**src/rtl/seq_mul_signed_acc_if.sv**
```systemverilog
// Operand/product handshake bundle for seq_mul_signed_acc.
// slave: the multiplier side; master: the client side.
interface seq_mul_signed_acc_if #(
  parameter int WIDTH = 8
);
  logic                 in_valid;
  logic                 in_ready;
  logic [WIDTH-1:0]     a;
  logic [WIDTH-1:0]     b;
  logic                 out_valid;
  logic                 out_ready;
  logic [2*WIDTH-1:0]   product;
  logic                 busy;

  modport slave (
    input  in_valid,
    input  a,
    input  b,
    input  out_ready,
    output in_ready,
    output out_valid,
    output product,
    output busy
  );

  modport master (
    output in_valid,
    output a,
    output b,
    output out_ready,
    input  in_ready,
    input  out_valid,
    input  product,
    input  busy
  );
endinterface

```
**src/rtl/seq_mul_signed_acc.sv**
```systemverilog
// Iterative signed multiplier, one radix-4 term of b per cycle.
// Ports: clk, rst_n (async low), bus (slave: in/out handshakes, a, b, product, busy).
module seq_mul_signed_acc #(
  parameter int WIDTH = 8
) (
  input  logic                  clk,
  input  logic                  rst_n,
  seq_mul_signed_acc_if.slave   bus
);
  localparam int N  = WIDTH / 2;
  localparam int KW = (N > 1) ? $clog2(N) : 1;
  localparam int TW = WIDTH + 2;
  localparam int PW = 2 * WIDTH;

  typedef enum logic [1:0] {
    IDLE = 2'd0,
    RUN  = 2'd1,
    DONE = 2'd2
  } state_t;

  state_t state;
  state_t state_nxt;

  logic [WIDTH-1:0] a_r;
  logic [WIDTH-1:0] b_r;
  logic [PW-1:0]    acc;
  logic [KW-1:0]    k;

  logic [1:0]       pairs [N];
  logic [1:0]       pair;
  logic             last;
  logic [TW-1:0]    a_ext;
  logic [TW-1:0]    two_a;
  logic [TW-1:0]    t1;
  logic [TW-1:0]    t2;
  logic             cin;
  logic [TW-1:0]    term;
  logic [PW-1:0]    term_ext;
  logic [PW-1:0]    term_sh;

  logic             accept;
  logic             drain;

  for (genvar i = 0; i < N; i++) begin : g_pair
    assign pairs[i] = b_r[2*i+1 -: 2];
  end

  assign pair  = pairs[k];
  assign last  = (k == KW'(N - 1));
  assign a_ext = {{2{a_r[WIDTH-1]}}, a_r};
  assign two_a = a_ext << 1;

  // Top pair carries the sign bit of b, so its 2A weight is negative:
  // invert and add one through the carry-in.
  assign t1   = pair[0] ? a_ext : '0;
  assign t2   = pair[1] ? (last ? ~two_a : two_a) : '0;
  assign cin  = last & pair[1];
  assign term = t1 + t2 + TW'(cin);

  assign term_ext = {{(PW-TW){term[TW-1]}}, term};
  assign term_sh  = term_ext << {k, 1'b0};

  assign accept = (state == IDLE) & bus.in_valid;
  assign drain  = (state == DONE) & bus.out_ready;

  always_ff @(posedge clk or negedge rst_n) begin
    if (!rst_n) begin
      state <= IDLE;
    end else begin
      state <= state_nxt;
    end
  end

  always_comb begin
    state_nxt = state;
    unique case (1'b1)
      (state == IDLE): if (accept) state_nxt = RUN;
      (state == RUN):  if (last)   state_nxt = DONE;
      (state == DONE): if (drain)  state_nxt = IDLE;
      default:         state_nxt = IDLE;
    endcase
  end

  always_comb begin
    bus.in_ready  = (state == IDLE);
    bus.out_valid = (state == DONE);
    bus.busy      = (state != IDLE);
    bus.product   = acc;
  end

  always_ff @(posedge clk or negedge rst_n) begin
    if (!rst_n) begin
      a_r <= '0;
      b_r <= '0;
      acc <= '0;
      k   <= '0;
    end else if (accept) begin
      a_r <= bus.a;
      b_r <= bus.b;
      acc <= '0;
      k   <= '0;
    end else if (state == RUN) begin
      acc <= acc + term_sh;
      k   <= k + KW'(1);
    end
  end
endmodule

```
**src/flat_wrapper.sv**
```systemverilog
// flat-port wrapper written by rule: the top's interface ports become plain ports
module seq_mul_signed_acc_flat 
#(
  parameter int WIDTH = 8
)
  (clk, rst_n, bus_in_valid, bus_a, bus_b, bus_out_ready, bus_in_ready, bus_out_valid, bus_product, bus_busy);
  seq_mul_signed_acc_if #(.WIDTH(WIDTH)) bus_i ();
  input  logic clk;
  input  logic rst_n;
  input wire logic [$bits(bus_i.in_valid)-1:0] bus_in_valid;
  input wire logic [$bits(bus_i.a)-1:0] bus_a;
  input wire logic [$bits(bus_i.b)-1:0] bus_b;
  input wire logic [$bits(bus_i.out_ready)-1:0] bus_out_ready;
  output wire logic [$bits(bus_i.in_ready)-1:0] bus_in_ready;
  output wire logic [$bits(bus_i.out_valid)-1:0] bus_out_valid;
  output wire logic [$bits(bus_i.product)-1:0] bus_product;
  output wire logic [$bits(bus_i.busy)-1:0] bus_busy;
  assign bus_i.in_valid = bus_in_valid;
  assign bus_i.a = bus_a;
  assign bus_i.b = bus_b;
  assign bus_i.out_ready = bus_out_ready;
  assign bus_in_ready = bus_i.in_ready;
  assign bus_out_valid = bus_i.out_valid;
  assign bus_product = bus_i.product;
  assign bus_busy = bus_i.busy;
  seq_mul_signed_acc #(.WIDTH(WIDTH)) u_core (.clk(clk), .rst_n(rst_n), .bus(bus_i));
endmodule
```
**config.mk**
```make
export PLATFORM = sky130hd
export DESIGN_NAME = seq_mul_signed_acc_flat
export DESIGN_NICKNAME = d
export VERILOG_FILES = /design/src/rtl/seq_mul_signed_acc_if.sv /design/src/rtl/seq_mul_signed_acc.sv /design/src/flat_wrapper.sv
export SDC_FILE = /design/constraint.sdc
export NUM_CORES = 1
export LEC_CHECK = 0
export ABC_AREA = 1
export CAP_MARGIN = 30
export CORE_MARGIN = 1
export CORE_UTILIZATION = 57
export DETAILED_ROUTE_END_ITERATION = 10
export PLACE_DENSITY_LB_ADDON = 0.05
export SYNTH_ARGS = -nofsm -noshare
export SYNTH_HDL_FRONTEND = slang
export SYNTH_SLANG_ARGS = --single-unit
```
**constraint.sdc**
```tcl
create_clock -name clk -period 4.4 [get_ports clk]
set_input_delay 0.66 -clock clk [delete_from_list [all_inputs] [get_ports clk]]
set_output_delay 0.66 -clock clk [all_outputs]
set_load 0.005 [all_outputs]
```
==> out/qor.yml <==
synth_edf_count: 0
r2r_cells: 23
h-tree-depth: 2
crit_top_cell: "nand2_1"
synth-seq-cells: 36
grt_overflow: 0
final_area_mm2: 0.00371
yosys_most_used_dff: "dfrtp_1"
period_needed_ps: 4090
cp_slowest_stage_delay_ps: 540
crit_chain: "ha_1, clkinvlp_4, nand2_1, a21oi_1, ha_1, nand2_1, nand2_1, nand2_1, nand2_1, a21oi_1, nand3_2, nand2_2, nand2_2, nand2_2, o21ai_2, ha_1, a21o_1, nor2_1, nor2_1, nor3_1, nand3_1, nand2_1, o21ai_1"
syn_avg_cell_area_um2: 6.68
hold_viol: 0
path_max_fanout: 16
yosys_warnings: 0
critPathKind: "register to register"
worst_r2r_endpoint: "u_core.bus.product[14]"
dieHeight_um: 76.4
routed-via-count: 3169
worstPathArrival_ps: 4280
async_reset_ff_share_pct: 100
insertedDiodeCount: 0
area_growth_pct: 17.7
routed_wl_um: 7660
synth_top_area_cell: "dfrtp_1"
clockRootBuffer: "clkbuf_8"
via_per_inst: 5.45
synth.top_cell.area_share_pct: 28.6
port-buffer-count: 38
start_kind: "register"
synth.distinct_cells: 38
tightest_slew_ps: 811
die_w_um: 76.4
grt_max_degree: 37
grt_pass1_wl_um: 13400
cts.sinks: 36
fin_tns_setup_ps: 0
post_drt_wl_per_cell_um: 13.2
cts.clk_slew.worst_paths_ps: 90
final_cells: 582
setup_slack_ps: 309
place_congestion: 0.910
netlist_instances: 472
rows: 26
fin_skew_ps: 14.0
drv_slew: 0
slew_headroom_pct: 46.0
initial_core_util_pct: 60.6
cts_tree: "done"
maxCapViolations: 0
dieArea_mm2: 0.00583
cts_buffer_depth: 2
ys_seq_area_share_pct: 28.6
synth_fp_nets: 519
dp_hpwl_um: 5770
numCtsBuffers: 5
core_mm2: 0.00520
cp_top_family: "simple AND/OR/NAND/NOR gates"
path_buf_inv: 1
postRouteAntennaNets: 0
hp-class: "input port to async pin"
outcome: "finished, final reports clean"
ff2ff_setup_slack_ps: 310
synth.area.top_cells: "dfrtp_1 29%, nand2_1 19%, ha_1 9.9%"
drive_gt1_share_pct: 9.96
setup_viol: 0
crit_path_end_kind: "register"
worstPathRequired_ps: 4580
grt_pass1_vias: 3041
slowest_stage: "dfrtp_2"
fin_crit_sh_pct: 93.0
antenna_found_initial: 0
placed_area_mm2: 0.00357
drc_errors: 0
clk_latency_ps: 300
max_freq_ghz: 0.244
synth_area_mm2: 0.00315
r2r-start: "u_core.k[0]"
dr.pass1.iters: 5
dp_cells: 571
first_iter_violations: 252
io_pins: 39
place_ws_ps: 243
grt_usage_pct: 28.3
ctsHoldBuffers: 0
nNetsFinal: 558
==> cell type report <==
class / instances / area (µm²)
fillers: 460 / 1490
clock inverters: 3 / 42.5
flip-flops and latches: 36 / 903
well taps: 70 / 87.6
repair buffers: 43 / 413
clock buffers: 5 / 68.8
inverters: 52 / 201
multi-input cells: 373 / 2000
==> kinds of logic (layout without fill, tap and decap cells) <==
kind of cell               after synthesis  count (layout)  synth area share, %
and+or+nand+nor                        264             264                 36.7
DFF                                     36              36                 28.6
adders and majority gates               27              27                 11.2
xor gates and xnor gates                 5               5                 1.39
buffers and inverters                   63             103                 8.14
AOI/OAI and AO/OA                       77              77                 14.0
==> worst register-to-register path: stages (launching register included) <==
cell	delay (ps)
dfrtp_2	540
ha_1	270
clkinvlp_4	250
nand2_1	130
a21oi_1	70
ha_1	370
nand2_1	90
nand2_1	80
nand2_1	70
nand2_1	80
a21oi_1	260
nand3_2	160
nand2_2	130
nand2_2	80
nand2_2	100
o21ai_2	70
ha_1	300
a21o_1	200
nor2_1	220
nor2_1	70
nor3_1	200
nand3_1	100
nand2_1	60
o21ai_1	70
==> sequential cells by signal (all words and copies together) (netlist names) <==
| name | flops |
|---|---|
| u_core.bus.product | 16 |
| u_core.b_r | 8 |
| u_core.state | 2 |
| u_core.a_r | 8 |
| u_core.k | 2 |
==> placed cells by master, fill, tap and decap left out, drive strengths merged, types with 4 or more instances in the layout <==
cell	count
nor2	38
ha	25
clkbuf	5
o21ai	31
nand4	5
a21oi	32
clkdlybuf4s50	37
nand2	175
or2	4
xor2	4
dfrtp	36
buf	6
nor3	4
inv	51
nand3	35
==> how the worst max path moves through the flow <==
stage                start                endpoint  slack [ps]  cells after the start
2_1_floorplan  u_core.k[0]  u_core.bus.product[14]         830                     27
3_3_place_gp   u_core.k[0]  u_core.bus.product[14]         340                     22
3_5_place_dp   u_core.k[0]  u_core.bus.product[14]         240                     24
4_1_cts        u_core.k[0]  u_core.bus.product[14]         210                     24
5_1_grt        u_core.k[0]  u_core.bus.product[15]         -10                     26
6_report       u_core.k[0]  u_core.bus.product[14]         310                     23
==> metrics by stage <==
step	hold slack, ps	util (%)
floorplan	364	-
global route	511	71.3
detailed placement	476	68.6
global placement	468	68.6
CTS	479	70.8
finish	436	71.3
==> cells in the mapped netlist (3+ instances only) <==
cell type  instances
o21ai_2            3
ha_1              25
nand4_1            5
inv_1             46
nand2_1          163
o21ai_0           22
xor2_1             4
nand3_1           32
buf_2              8
nor3_1             4
nor2_1            34
o21ai_1            6
nand3b_1           3
inv_2              5
or2_2              4
nand2_2           10
a31oi_1            3
nand3_2            3
a21oi_1           30
dfrtp_1           36
==> timing repair <==
action | 4_1_cts | 5_1_grt
gates resized for setup | 0 | 3
setup buffers | 0 | 3
hold endpoints to repair | 0 | 0
setup endpoints to repair | 0 | 7
==> routing by layer <==
layer,global-route usage [%],vias up,part of all wire (%)
li1,-,1606,-
met1,37.4,1461,47
met2,47.1,93,46
met3,4.43,9,5.0
met4,9.04,0,1.3
met5,0,-,0
Power is left out: the tool's default activity adds up to more than one toggle a clock period on the data nets, which glitch-free logic cannot reach.
